--- src/rtl/cache_controller.sv ---
// Sequencer for a direct-mapped, write-back data cache with one-word lines.
// Each CPU access goes through a one-cycle tag lookup. On a miss, a dirty
// victim is written back first, the line is refilled from memory, and the
// access is replayed.
module cache_controller #(
    parameter int XLEN    = 32,
    parameter int INDEX_W = 11,
    parameter int TAG_W   = 19,
    parameter int CNT_W   = 16
) (
    input  logic             clk,
    input  logic             rst,
    input  logic             cpu_req,
    input  logic             cpu_we,
    input  logic             cpu_is_byte,
    input  logic [XLEN-1:0]  cpu_addr,
    input  logic [XLEN-1:0]  cpu_wdata,
    output logic             cpu_busy,
    output logic             cpu_done,
    output logic [XLEN-1:0]  cpu_rdata,
    output logic [XLEN-1:0]  cache_addr,
    output logic             cache_we,
    output logic             cache_is_byte,
    output logic [XLEN-1:0]  cache_wdata,
    input  logic [XLEN-1:0]  cache_rdata,
    input  logic             cache_hit,
    input  logic             cache_dirty,
    input  logic [XLEN-1:0]  cache_miss_addr,
    output logic             mem_req,
    output logic             mem_we,
    output logic [XLEN-1:0]  mem_addr,
    output logic [XLEN-1:0]  mem_wdata,
    input  logic [XLEN-1:0]  mem_rdata,
    input  logic             mem_ready,
    output logic [CNT_W-1:0] hit_cnt,
    output logic [CNT_W-1:0] miss_cnt,
    output logic [CNT_W-1:0] wb_cnt
);

    // Byte offset inside a word (2 for a 32-bit word).
    localparam int OFFSET_W = XLEN - TAG_W - INDEX_W;

    typedef enum logic [2:0] {
        S_IDLE,
        S_LOOKUP,
        S_WRITEBACK,
        S_FETCH,
        S_REFILL
    } state_t;

    state_t           state_q, state_d;
    logic             req_we_q, req_byte_q;
    logic [XLEN-1:0]  req_addr_q, req_wdata_q, fill_q;
    logic [XLEN-1:0]  rdata_q, rdata_d;
    logic             done_q, done_d;
    logic             mem_req_q, mem_req_d;
    logic             replay_q, replay_d;
    logic             accept, mem_take;
    logic             hit_inc, miss_inc, wb_inc;
    logic [CNT_W-1:0] hit_cnt_q, miss_cnt_q, wb_cnt_q;
    logic [7:0]       lane_byte;
    logic [XLEN-1:0]  load_word;

    // Counters stick at all-ones instead of wrapping.
    function automatic logic [CNT_W-1:0] sat_inc(input logic [CNT_W-1:0] v, input logic en);
        return (en && (v != '1)) ? v + CNT_W'(1) : v;
    endfunction

    // A memory response only counts while we are actually requesting.
    assign mem_take  = mem_req_q & mem_ready;
    // The cache always returns the whole word. Byte loads select the lane
    // here and sign-extend it.
    assign lane_byte = cache_rdata[{req_addr_q[OFFSET_W-1:0], 3'b000} +: 8];
    assign load_word = req_byte_q ? {{(XLEN-8){lane_byte[7]}}, lane_byte} : cache_rdata;

    assign cpu_busy   = (state_q != S_IDLE);
    assign cpu_done   = done_q;
    assign cpu_rdata  = rdata_q;
    assign cache_addr = req_addr_q;
    assign mem_req    = mem_req_q;
    assign hit_cnt    = hit_cnt_q;
    assign miss_cnt   = miss_cnt_q;
    assign wb_cnt     = wb_cnt_q;

    // Next-state decode and per-state strobes toward the cache and memory.
    always_comb begin
        // NOTE: every signal gets a default before the case statement, so no path leaves one unassigned and no latch is inferred.
        state_d       = state_q;
        done_d        = 1'b0;
        rdata_d       = rdata_q;
        replay_d      = replay_q;
        accept        = 1'b0;
        hit_inc       = 1'b0;
        miss_inc      = 1'b0;
        wb_inc        = 1'b0;
        cache_we      = 1'b0;
        cache_is_byte = req_byte_q;
        // A byte store is replicated on all lanes. The array writes the lane
        // selected by the address.
        cache_wdata   = req_byte_q ? {(XLEN/8){req_wdata_q[7:0]}} : req_wdata_q;
        mem_we        = (state_q == S_WRITEBACK);
        mem_addr      = (state_q == S_WRITEBACK) ? cache_miss_addr
                                                 : {req_addr_q[XLEN-1:OFFSET_W], OFFSET_W'(0)};
        mem_wdata     = cache_rdata;
        case (state_q)
            S_IDLE: begin
                // The done cycle is not an acceptance cycle, so a held
                // request is taken one cycle later.
                if (cpu_req && !done_q) begin
                    accept  = 1'b1;
                    state_d = S_LOOKUP;
                end
            end
            S_LOOKUP: begin
                if (cache_hit) begin
                    cache_we = req_we_q;
                    if (!req_we_q) rdata_d = load_word;
                    done_d   = 1'b1;
                    hit_inc  = !replay_q;
                    replay_d = 1'b0;
                    state_d  = S_IDLE;
                end else begin
                    miss_inc = 1'b1;
                    state_d  = cache_dirty ? S_WRITEBACK : S_FETCH;
                end
            end
            S_WRITEBACK: begin
                cache_is_byte = 1'b0;
                if (mem_take) begin
                    wb_inc  = 1'b1;
                    state_d = S_FETCH;
                end
            end
            S_FETCH: begin
                if (mem_take) state_d = S_REFILL;
            end
            S_REFILL: begin
                cache_we      = 1'b1;
                cache_is_byte = 1'b0;
                cache_wdata   = fill_q;
                replay_d      = 1'b1;
                state_d       = S_LOOKUP;
            end
            default: state_d = S_IDLE;
        endcase
        // Drop the request for the cycle after a completion, even when
        // moving straight from writeback into fetch.
        mem_req_d = ((state_d == S_WRITEBACK) || (state_d == S_FETCH)) && !mem_take;
    end

    // Request and fill data registers. These are loaded before they are used.
    always_ff @(posedge clk) begin
        // NOTE: datapath registers have no reset. Their contents are only read after a load, so a reset would cost logic and do nothing.
        if (accept) begin
            req_we_q    <= cpu_we;
            req_byte_q  <= cpu_is_byte;
            req_addr_q  <= cpu_addr;
            req_wdata_q <= cpu_wdata;
        end
        if ((state_q == S_FETCH) && mem_take) fill_q <= mem_rdata;
    end

    // Control state, response registers and event counters.
    always_ff @(posedge clk) begin
        // NOTE: non-blocking assignments, so every register samples pre-edge values no matter the statement order.
        if (rst) begin
            state_q    <= S_IDLE;
            done_q     <= 1'b0;
            rdata_q    <= '0;
            mem_req_q  <= 1'b0;
            replay_q   <= 1'b0;
            hit_cnt_q  <= '0;
            miss_cnt_q <= '0;
            wb_cnt_q   <= '0;
        end else begin
            state_q    <= state_d;
            done_q     <= done_d;
            rdata_q    <= rdata_d;
            mem_req_q  <= mem_req_d;
            replay_q   <= replay_d;
            hit_cnt_q  <= sat_inc(hit_cnt_q, hit_inc);
            miss_cnt_q <= sat_inc(miss_cnt_q, miss_inc);
            wb_cnt_q   <= sat_inc(wb_cnt_q, wb_inc);
        end
    end

endmodule

--- config.mk ---
export PLATFORM = sky130hd
export DESIGN_NAME = cache_controller
export DESIGN_NICKNAME = d
export VERILOG_FILES = /design/src/rtl/cache_controller.sv
export SDC_FILE = /design/constraint.sdc
export NUM_CORES = 1
export LEC_CHECK = 0
export CORE_AREA = 2 2 148 150
export CTS_BUF_LIST = sky130_fd_sc_hd__clkbuf_8
export DETAILED_ROUTE_END_ITERATION = 6
export DIE_AREA = 0 0 150 152
export GPL_TIMING_DRIVEN = 0
export PLACE_DENSITY = 0.74
export SLEW_MARGIN = 20
export SYNTH_ARGS = -nofsm -noshare
export SYNTH_HDL_FRONTEND = slang
export SYNTH_SLANG_ARGS = --single-unit
--- constraint.sdc ---
create_clock -name clk -period 8.5 [get_ports clk]
set_input_delay 0.85 -clock clk [delete_from_list [all_inputs] [get_ports clk]]
set_output_delay 0.85 -clock clk [all_outputs]
set_load 0.02 [all_outputs]
==> results of run 1 <==
[placed cells by master (no fill, tap or decap), types with 8 or more instances in the layout]
cell type        synthesis  layout
clkdlybuf4s50_1          0     380
edfxtp_1                98      98
dfxtp_1                 86      86
nand2_1                 58      58
nor2_1                  51      51
mux2_2                  50      50
clkbuf_1                39      39
buf_4                   32      37
a21oi_1                 36      36
o21ai_0                 36      36
nor3_1                  36      36
mux2i_1                 33      33
a211oi_1                29      29
nand4_1                 21      21
clkbuf_8                 0      17
or4_1                   13      13
nor2b_1                 12      12
o31ai_1                 12      12
nand3_1                 10      10
or3_1                    9       9
nor4_1                  10       9
and2_1                   8       8
inv_1                    6       8
[worst register-to-register path, stage by stage (launching register included)]
cell      delay, ns
dfxtp_1        0.34
clkbuf_1       0.25
or3_1          0.50
nor3b_2        0.44
buf_6          0.22
buf_6          0.15
buf_4          0.20
buf_4          0.19
[logic make-up after synthesis]
kind of cell	share of synthesized area, %
xor+xnor	0.1042
simple gates	16.30
compound gates	11.34
buf+inv	5.460
flops	55.46
mux	10.89
fa+ha+maj	0.4463
[power groups by stage]
| stage | Sequential, µW | Combinational [µW] | Clock [µW] |
|---|---|---|---|
| 2_1_floorplan | 1040 | 163 | 0 |
| 3_3_place_gp | 1020 | 420 | 0 |
| 3_5_place_dp | 1010 | 431 | 0 |
| 4_1_cts | 995 | 434 | 597 |
| 5_1_grt | 999 | 456 | 630 |
| 6_report | 995 | 431 | 586 |
[layout make-up]
cell class | count | area share [%]
Buffer | 81 | 3.317
Tap cell | 280 | 2.684
Inverter | 7 | 0.2013
Sequential cell | 184 | 35.74
Multi-Input combinational cell | 492 | 25.28
Clock buffer | 17 | 1.793
Clock inverter | 15 | 1.083
Timing Repair Buffer | 389 | 29.90
[routing by layer]
layer,GRT usage [%],vias up,wire (µm)
met5,0,-,16
met4,6.199,2,529
met3,7.778,38,2390
met2,41.36,320,13740
met1,32.14,3693,12240
li1,-,3681,-
[per-stage QoR]
step           total power, µW  utilization, %  setup TNS, ns  area (µm²)
2_1_floorplan             1201               -              0        8411
3_3_place_gp              1442           58.85         -65.86       12560
3_5_place_dp              1445           59.34              0       12670
4_1_cts                   2026           61.10              0       13050
5_1_grt                   2085           61.13              0       13050
6_report                  2011           61.13              0       13050
[path summary, 6_finish.rpt]
| check | cells after the start | slack, ns | to | start |
|---|---|---|---|---|
| setup / recovery | 8 | 3.85 | cache_wdata[23] | state_q[2] |
| hold / removal | 2 | 0.47 | cpu_rdata[0] | cpu_rdata[0] |
| hold reg to reg | 2 | 0.47 | cpu_rdata[0] | cpu_rdata[0] |
| setup reg to reg | 7 | 5.93 | cache_addr[2] | state_q[2] |
[flip-flops by register name, indices dropped and copies added, names as in the netlist, 3 cells and up]
signal,flops
req_wdata_q,32
cpu_rdata,32
state_q,3
cache_addr,32
miss_cnt,16
hit_cnt,16
wb_cnt,16
fill_q,32
==> load_flow_metrics.sql, run 1 <==
INSERT INTO impl_metrics (metric_group, metric, value, unit) VALUES
('flow_run', 'timing.max_cap.violations', '0', ''),
('logic_synthesis', 'synth_ff_type', 'edfxtp_1', ''),
('timing', 'timing.hold.ws', '0.4660', 'ns'),
('critical_path', 'slowest_stage', 'clkdlybuf4s50_1', ''),
('critical_path', 'cp_common_cell', 'clkbuf_1', ''),
('critical_path', 'cpPeakStageDelay', '0.77', 'ns'),
('power', 'netSwitchingFraction', '28.50', '%'),
('placement', 'place.gp.congestion', '0.8759', ''),
('critical_path', 'critPathArrivalTime', '3.80', 'ns'),
('route', 'routedWlPerCell', '19.74', 'µm'),
('layout', 'layout.filler_cells', '1802', ''),
('critical_path', 'cp.buffers_inverters', '4', ''),
('critical_path', 'critPathTopFamily', 'buffers and inverters', ''),
('grt', 'number_of_antenna_violations_at_the_first_check_in_global_routing', '1', ''),
('route', 'drt_iter0_drc', '413', ''),
('timing', 'fmax', '215.2', 'MHz'),
('route', 'route.vias.total', '7734', ''),
('logic_synthesis', 'synth_cells', '764', ''),
('layout', 'post_layout_nonfiller_instances', '1465', ''),
('die', 'die_area', '22800', 'µm²'),
('hold_path', 'worst_hold_path_type', 'flop to flop', ''),
('timing', 'skew', '0.01762', 'ns'),
('die', 'core_area', '21350', 'µm²'),
('critical_path', 'worst_ep_required_time', '7.65', 'ns'),
('critical_path', 'cp-start-kind', 'flop', ''),
('clock_tree', 'cts.htree.levels', '4', ''),
('timing', 'timing.final.crit_share', '54.67', '%'),
('clock_tree', 'tritoncts', 'yes', ''),
('run_status', 'outcome', 'finished, final reports clean', ''),
('clock_tree', 'worst_skew_pair.late_latency', '0.47', 'ns'),
('logic_synthesis', 'seq_area_frac_synth', '55.46', '%'),
('route', 'number_of_routed_nets_with_antenna_violations', '0', ''),
('layout', 'multi_input_combinational_cell_area', '3299', 'µm²'),
('critical_path', 'critical_path.cell_chain', 'clkbuf_1, nand2b_1, nor2_1, clkbuf_1, clkbuf_1, nand2_1, o21ai_0, clkdlybuf4s50_1', ''),
('grt', 'grt.total_usage', '25.10', '%'),
('critical_path', 'critical_path_peak_fanout', '10', ''),
('critical_path', 'cp_class', 'flop to output pin', ''),
('layout', 'sequential_cell_area', '4664', 'µm²'),
('clock_tree', 'hold_buf_count_cts', '0', ''),
('timing', 'worstMarginPinSlew', '0.8698', 'ns'),
('logic_synthesis', 'netlist_top_cells_area', 'edfxtp_1 (35%), dfxtp_1 (20%), mux2_2 (6.7%), mux2i_1 (3.9%), buf_4 (2.9%)', ''),
('logic_synthesis', 'synth_commonest_cells', 'edfxtp_1 (98), dfxtp_1 (86), nand2_1 (58)', ''),
('logic_synthesis', 'synth_top_area_share', '34.99', '%'),
('clock_tree', 'clock_sink_count', '184', ''),
('logic_synthesis', 'asr_flop_ratio_synth', '0', '%'),
('route', 'postRouteWirelength', '28920', 'µm'),
('timing', 'layout_setup_ws', '3.853', 'ns'),
('timing', 'report.final.hold_viol_count', '0', ''),
('grt', 'number_of_global_route_vias_before_repair', '7579', ''),
('clock_tree', 'postCtsSetupRepairBufs', '0', ''),
('layout', 'num_antenna_cells', '0', ''),
('logic_synthesis', 'synth_warnings', '0', ''),
('timing', 'setup_viol_count_final', '0', ''),
('power', 'share_comb_of_total_power', '21.4', '%'),
('timing', 'relative_slew_slack', '42.01', '%'),
('layout', 'area_growth', '55.18', '%'),
('logic_synthesis', 'yosysMostFrequentCell', 'edfxtp_1', ''),
('placement', 'numPortBuffers', '380', ''),
('logic_synthesis', 'ys_ff_latch', '184', ''),
('placement', 'place_inst', '1433', ''),
('route', 'via_per_inst', '5.279', ''),
('logic_synthesis', 'synth_cell_types', '54', ''),
('layout', 'layout_cell_share_with_drive_strength_beyond_1', '11.73', '%'),
('grt', 'grt_max_degree', '22', ''),
('timing', 'final.min_clock_period', '4.647', 'ns'),
('power', 'pwr-share-seq', '49.4', '%'),
('power', 'total_leakage_power', '0.004489', 'µW'),
('die', 'die_y', '152', 'µm'),
('die', 'initial_core_util', '39.39', '%'),
('die', 'die_span_x', '150', 'µm'),
('clock_tree', 'clk_pin_slew', '0.10', 'ns');
(Power assumes the default switching activity.)
==> inputs of run 2 (changes only) <==
==> constraint.sdc (replaced) <==
create_clock -name clk -period 4.55 [get_ports clk]
set_input_delay 0.455 -clock clk [delete_from_list [all_inputs] [get_ports clk]]
set_output_delay 0.455 -clock clk [all_outputs]
set_load 0.02 [all_outputs]
==> load_flow_metrics.sql, run 2 (same netlist as run 1, synthesis figures left out) <==
INSERT INTO impl_metrics (metric_group, metric, value, unit) VALUES
('grt', 'grt_first_pass_wirelength', '43600', 'µm'),
('critical_path', 'slowest_stage', 'clkdlybuf4s50_1', ''),
('timing', 'worstMarginPinSlew', '0.8059', 'ns'),
('critical_path', 'regToRegSetupSlack', '2.09', 'ns'),
('clock_tree', 'cts-root-to-sink-buffers', '2', ''),
('critical_path', 'reg2reg_to', 'req_wdata_q[1]', ''),
('layout', 'postLayoutCoreUtil', '61.66', '%'),
('placement', 'place.gp.congestion', '0.9431', ''),
('run_status', 'outcome', 'finished, final reports clean', ''),
('clock_tree', 'postCtsSetupRepairBufs', '0', ''),
('layout', 'sequential_cell_area', '4664', 'µm²'),
('layout', 'most_common_cell_after_layout_fill_and_taps_aside', 'clkdlybuf4s50_1', ''),
('timing', 'setup_viol_count_final', '0', ''),
('route', 'drt_iter0_drc', '461', ''),
('clock_tree', 'clock_sink_count', '184', ''),
('critical_path', 'cp-start-kind', 'flop', ''),
('grt', 'grt.total_usage', '24.94', '%'),
('critical_path', 'endpoint_kind', 'output pin', ''),
('die', 'die_area', '22800', 'µm²'),
('critical_path', 'critical_path.reg2reg.startpoint', 'state_q[2]', ''),
('timing', 'skew', '0.01715', 'ns'),
('timing', 'final-max-slew-violation-count', '0', ''),
('flow_run', 'timing.max_cap.violations', '0', ''),
('layout', 'nets', '1340', ''),
('route', 'number_of_routed_nets_with_antenna_violations', '0', ''),
('die', 'die_span_x', '150', 'µm'),
('die', 'initial_core_util', '39.39', '%'),
('power', 'report.power.total', '3972', 'µW'),
('clock_tree', 'worst_skew_pair.late_latency', '0.47', 'ns'),
('grt', 'globalRouteOverflowTotal', '0', ''),
('critical_path', 'cp_class', 'flop to output pin', ''),
('grt', 'grt_max_degree', '27', ''),
('timing', 'rsz0062_at_grt', 'no', ''),
('route', 'via_per_inst', '5.312', ''),
('layout', 'multi_input_combinational_cell_area', '3306', 'µm²'),
('grt', 'number_of_global_route_vias_before_repair', '7574', ''),
('placement', 'place_ws', '0.9511', 'ns'),
('power', 'total_leakage_power', '0.004533', 'µW'),
('clock_tree', 'cts_repair_resize_count', '0', ''),
('route', 'route.vias.total', '7772', ''),
('timing', 'timing.final.crit_share', '88.25', '%'),
('layout', 'layout_cell_share_with_drive_strength_beyond_1', '11.59', '%'),
('route', 'detail_route.first_pass.iterations', '5', ''),
('timing', 'final.min_clock_period', '4.015', 'ns'),
('clock_tree', 'cts_buf_count', '17', ''),
('die', 'floorplan.rows', '54', ''),
('grt', 'number_of_antenna_violations_at_the_first_check_in_global_routing', '2', ''),
('placement', 'numPortBuffers', '380', ''),
('route', 'drc_errors', '0', ''),
('route', 'routedWlPerCell', '19.74', 'µm'),
('critical_path', 'critical_path_peak_fanout', '10', ''),
('critical_path', 'ff2ff_path_depth', '6', ''),
('hold_path', 'worst_hold_path_type', 'flop to flop', ''),
('route', 'postRouteWirelength', '28880', 'µm'),
('critical_path', 'critical_path.cell_chain', 'clkbuf_1, nand2b_1, nor2_1, clkbuf_1, clkbuf_1, nand2_1, o21ai_0, clkdlybuf4s50_1', ''),
('clock_tree', 'cts.htree.levels', '4', ''),
('layout', 'mostFrequentLayoutCells', 'clkdlybuf4s50_1 (380), edfxtp_1 (98), dfxtp_1 (86)', ''),
('power', 'cellPowerDensity', '301.8', 'nW/µm²'),
('critical_path', 'cp_common_cell', 'clkbuf_1', ''),
('timing', 'relative_slew_slack', '46.27', '%'),
('die', 'core_area', '21350', 'µm²'),
('placement', 'detailed_place_hpwl', '22540', 'µm'),
('timing', 'setup-tns-final', '0', 'ns'),
('die', 'io_pins', '382', ''),
('clock_tree', 'clk_pin_slew', '0.09', 'ns'),
('timing', 'report.final.hold_viol_count', '0', ''),
('clock_tree', 'clock_tree_root', 'clkbuf_8', ''),
('critical_path', 'critPathArrivalTime', '3.56', 'ns'),
('clock_tree', 'tritoncts', 'yes', ''),
('critical_path', 'worstSetupEndpoint', 'cache_wdata[28]', ''),
('power', 'power.ir.vdd_worst', '190.0', 'µV'),
('critical_path', 'worst_ep_required_time', '4.09', 'ns'),
('layout', 'post_layout_nonfiller_instances', '1463', ''),
('timing', 'fmax', '249.0', 'MHz'),
('layout', 'area_growth', '56.52', '%'),
('critical_path', 'cpPeakStageDelay', '0.68', 'ns'),
('timing', 'layout_setup_ws', '0.5346', 'ns'),
('clock_tree', 'hold_buf_count_cts', '0', ''),
('die', 'die_y', '152', 'µm'),
('layout', 'layout.filler_cells', '1776', ''),
('critical_path', 'critical_path.startpoint', 'state_q[2]', ''),
('placement', 'place_inst', '1430', '');
## run 2: cell type report
cell class,count,area share (%)
Antenna cell,1,0.01901
Buffer,81,3.289
Clock buffer,18,1.882
Clock inverter,14,1.654
Sequential cell,184,35.43
Tap cell,280,2.661
Inverter,7,0.1996
Timing Repair Buffer,386,29.75
Multi-Input combinational cell,492,25.11
## run 2: through the flow
| step | instance area [µm²] | hold WS [ns] |
|---|---|---|
| 2_1_floorplan | 8416 | 0.5107 |
| 3_5_place_dp | 12690 | 0.4501 |
| 4_1_cts | 13160 | 0.4634 |
| 6_report | 13160 | 0.4621 |
| 3_3_place_gp | 12570 | 0.4422 |
| 5_1_grt | 13160 | 0.4775 |
## run 2: critical path: cells and delay by family, from the launching register on
family	cells	cell delay, ns
buf+inv	4	2.17
compound gates	1	0.12
simple gates	3	0.46
flops	1	0.34
## run 2: power by group
part           leakage [µW]  switching (µW)  internal (µW)
clock              0.000243             624            677
sequential          0.00161            38.5           1820
combinational       0.00268             389            423
total               0.00453            1050           2920
## run 2: how the worst min path moves through the flow
stage	depth (start not counted)	slack [ns]	endpoint	from
after floorplan	2	0.51	replay_q	replay_q
after global placement	2	0.44	cpu_rdata[6]	cpu_rdata[6]
after detailed placement	2	0.45	cpu_rdata[5]	cpu_rdata[5]
after CTS	2	0.46	cpu_rdata[5]	cpu_rdata[5]
after global routing	2	0.48	cpu_rdata[4]	cpu_rdata[4]
final	2	0.46	cpu_rdata[2]	cpu_rdata[2]
## run 2: metal layers
metal	share of wire, %	vias up	global-route usage (%)
met1	40	3705	30.33
met2	49	349	41.64
met4	2.3	0	8.131
li1	-	3671	-
met3	8.9	47	8.138
met5	0	-	0
==> inputs of run 3 (changes only) <==
--- a/config.mk
+++ b/config.mk
@@ -11,6 +11,7 @@
 export DIE_AREA = 0 0 150 152
 export GPL_TIMING_DRIVEN = 0
 export PLACE_DENSITY = 0.74
+export REMOVE_ABC_BUFFERS = 1
 export SLEW_MARGIN = 20
 export SYNTH_ARGS = -nofsm -noshare
 export SYNTH_HDL_FRONTEND = slang
==> load_flow_metrics.sql, run 3 (same netlist as run 1, synthesis figures left out) <==
INSERT INTO impl_metrics (metric_group, metric, value, unit) VALUES
('route', 'number_of_routed_nets_with_antenna_violations', '0', ''),
('critical_path', 'critPathArrivalTime', '3.39', 'ns'),
('critical_path', 'cp_class', 'flop to output pin', ''),
('timing', 'fmax', '260.3', 'MHz'),
('critical_path', 'cpPeakStageDelay', '0.77', 'ns'),
('layout', 'most_common_cell_after_layout_fill_and_taps_aside', 'clkdlybuf4s50_1', ''),
('hold_path', 'worst_hold_path_type', 'primary input to flop', ''),
('clock_tree', 'cts_buf_count', '17', ''),
('timing', 'setup_viol_count_final', '0', ''),
('timing', 'relative_slew_slack', '31.77', '%'),
('power', 'report.power.total', '3778', 'µW'),
('timing', 'timing.final.crit_share', '84.45', '%'),
('die', 'floorplan.rows', '54', ''),
('route', 'routedWlPerCell', '20.48', 'µm'),
('die', 'core_area', '21350', 'µm²'),
('route', 'drt_iter0_drc', '369', ''),
('layout', 'post_layout_nonfiller_instances', '1398', ''),
('grt', 'grt.total_usage', '24.36', '%'),
('power', 'cellPowerDensity', '294.2', 'nW/µm²'),
('route', 'via_per_inst', '5.253', ''),
('power', 'total_leakage_power', '0.004330', 'µW'),
('route', 'm1WireLength', '10730', 'µm'),
('timing', 'setup-tns-final', '0', 'ns'),
('clock_tree', 'clock_tree_root', 'clkbuf_8', ''),
('critical_path', 'critical_path.cell_chain', 'buf_8, buf_8, clkinv_1, nor3_1, clkdlybuf4s50_1', ''),
('timing', 'timing.hold.ws', '0.3821', 'ns'),
('route', 'route.met3.wl', '2362', 'µm'),
('critical_path', 'cp_common_cell', 'buf_8', ''),
('route', 'postRouteWirelength', '28630', 'µm'),
('layout', 'area_growth', '52.66', '%'),
('timing', 'worstMarginPinSlew', '1.023', 'ns'),
('clock_tree', 'hold_buf_count_cts', '0', ''),
('grt', 'grt_max_degree', '64', ''),
('die', 'die_y', '152', 'µm'),
('route', 'met2RoutedLength', '14760', 'µm'),
('timing', 'rsz0062_at_grt', 'no', ''),
('critical_path', 'cp-start-kind', 'flop', ''),
('die', 'die_span_x', '150', 'µm'),
('route', 'drc_errors', '0', ''),
('clock_tree', 'worst_skew_pair.late_latency', '0.46', 'ns'),
('clock_tree', 'cts.htree.levels', '4', ''),
('die', 'io_pins', '382', ''),
('timing', 'report.final.hold_viol_count', '0', ''),
('clock_tree', 'clk_pin_slew', '0.12', 'ns'),
('grt', 'number_of_antenna_violations_at_the_first_check_in_global_routing', '7', ''),
('layout', 'layout_cell_share_with_drive_strength_beyond_1', '10.33', '%'),
('grt', 'globalRouteOverflowTotal', '0', ''),
('clock_tree', 'cts_repair_resize_count', '0', ''),
('timing', 'final-max-slew-violation-count', '0', ''),
('placement', 'numPortBuffers', '381', ''),
('grt', 'grt_first_pass_wirelength', '42480', 'µm'),
('clock_tree', 'clock_sink_count', '184', ''),
('critical_path', 'slowest_stage', 'clkinv_1', ''),
('placement', 'detailed_place_hpwl', '21980', 'µm'),
('run_status', 'outcome', 'finished, final reports clean', ''),
('clock_tree', 'cts-root-to-sink-buffers', '2', ''),
('layout', 'mostFrequentLayoutCells', 'clkdlybuf4s50_1 (380), edfxtp_1 (98), dfxtp_1 (86)', ''),
('route', 'route.vias.total', '7344', ''),
('critical_path', 'endpoint_kind', 'output pin', ''),
('timing', 'skew', '0.02016', 'ns'),
('grt', 'number_of_global_route_vias_before_repair', '7126', ''),
('layout', 'nets', '1271', ''),
('route', 'top_layer_used', 'met5', ''),
('timing', 'final.min_clock_period', '3.842', 'ns'),
('flow_run', 'timing.max_cap.violations', '0', ''),
('critical_path', 'critical_path_peak_fanout', '34', ''),
('die', 'initial_core_util', '39.39', '%'),
('placement', 'place_inst', '1361', ''),
('clock_tree', 'postCtsSetupRepairBufs', '0', ''),
('power', 'power.ir.vdd_worst', '217.6', 'µV'),
('critical_path', 'worst_ep_required_time', '4.09', 'ns'),
('route', 'detail_route.first_pass.iterations', '5', ''),
('clock_tree', 'tritoncts', 'yes', ''),
('die', 'die_area', '22800', 'µm²'),
('placement', 'place.gp.congestion', '0.8278', '');
==> run 3: cell types whose count changed in the layout (fill, tap and decap cells not counted), sizes merged <==
cell    delta
buf       -30
bufinv     -5
clkbuf    -40
clkinv     +6
diode      +4
==> run 3: metrics by stage <==
stage	utilization [%]	area, µm²	setup WS (ns)
after floorplan	-	7978	-1.820
after global placement	56.87	12140	-4.581
after detailed placement	58.09	12400	1.164
after CTS	60.05	12820	0.6325
after global routing	60.13	12840	0.4875
final	60.14	12840	0.7077
==> run 3: area by class of cell <==
class	instances	area [µm²]
Antenna cell	5	12.51
Clock inverter	15	183.9
Timing Repair Buffer	398	4041
Inverter	7	26.28
Sequential cell	184	4664
Clock buffer	17	234.0
Fill cell	1799	8511
Multi-Input combinational cell	492	3327
Tap cell	280	350.3
==> run 3: critical path, delay by kind of cell (launching register included) <==
family                 cells  cell delay (ns)
buffers and inverters      4             1.90
AND/OR/NAND/NOR            1             0.39
flip-flops                 1             0.64
==> run 3: report_power, final <==
part           switching [µW]  internal, µW  total, µW
sequential               45.0          1820       1870
combinational             370           402        772
clock                     710           429       1140
==> run 3: path summary, 6_finish.rpt <==
path                                   start             to  slack (ns)  cells past startpoint
worst max-delay path              req_byte_q  cache_is_byte        0.71                      5
worst min-delay path                     rst   cpu_rdata[5]        0.38                      2
worst max register to register    req_byte_q   cpu_rdata[6]        1.46                      6
worst min register to register  cpu_rdata[3]   cpu_rdata[3]        0.46                      2
==> run 3: routing by layer <==
| layer | GRT usage [%] | vias up |
|---|---|---|
| met2 | 43.31 | 241 |
| met3 | 7.447 | 36 |
| met4 | 8.221 | 4 |
| li1 | - | 3538 |
| met5 | 0 | - |
| met1 | 27.50 | 3525 |
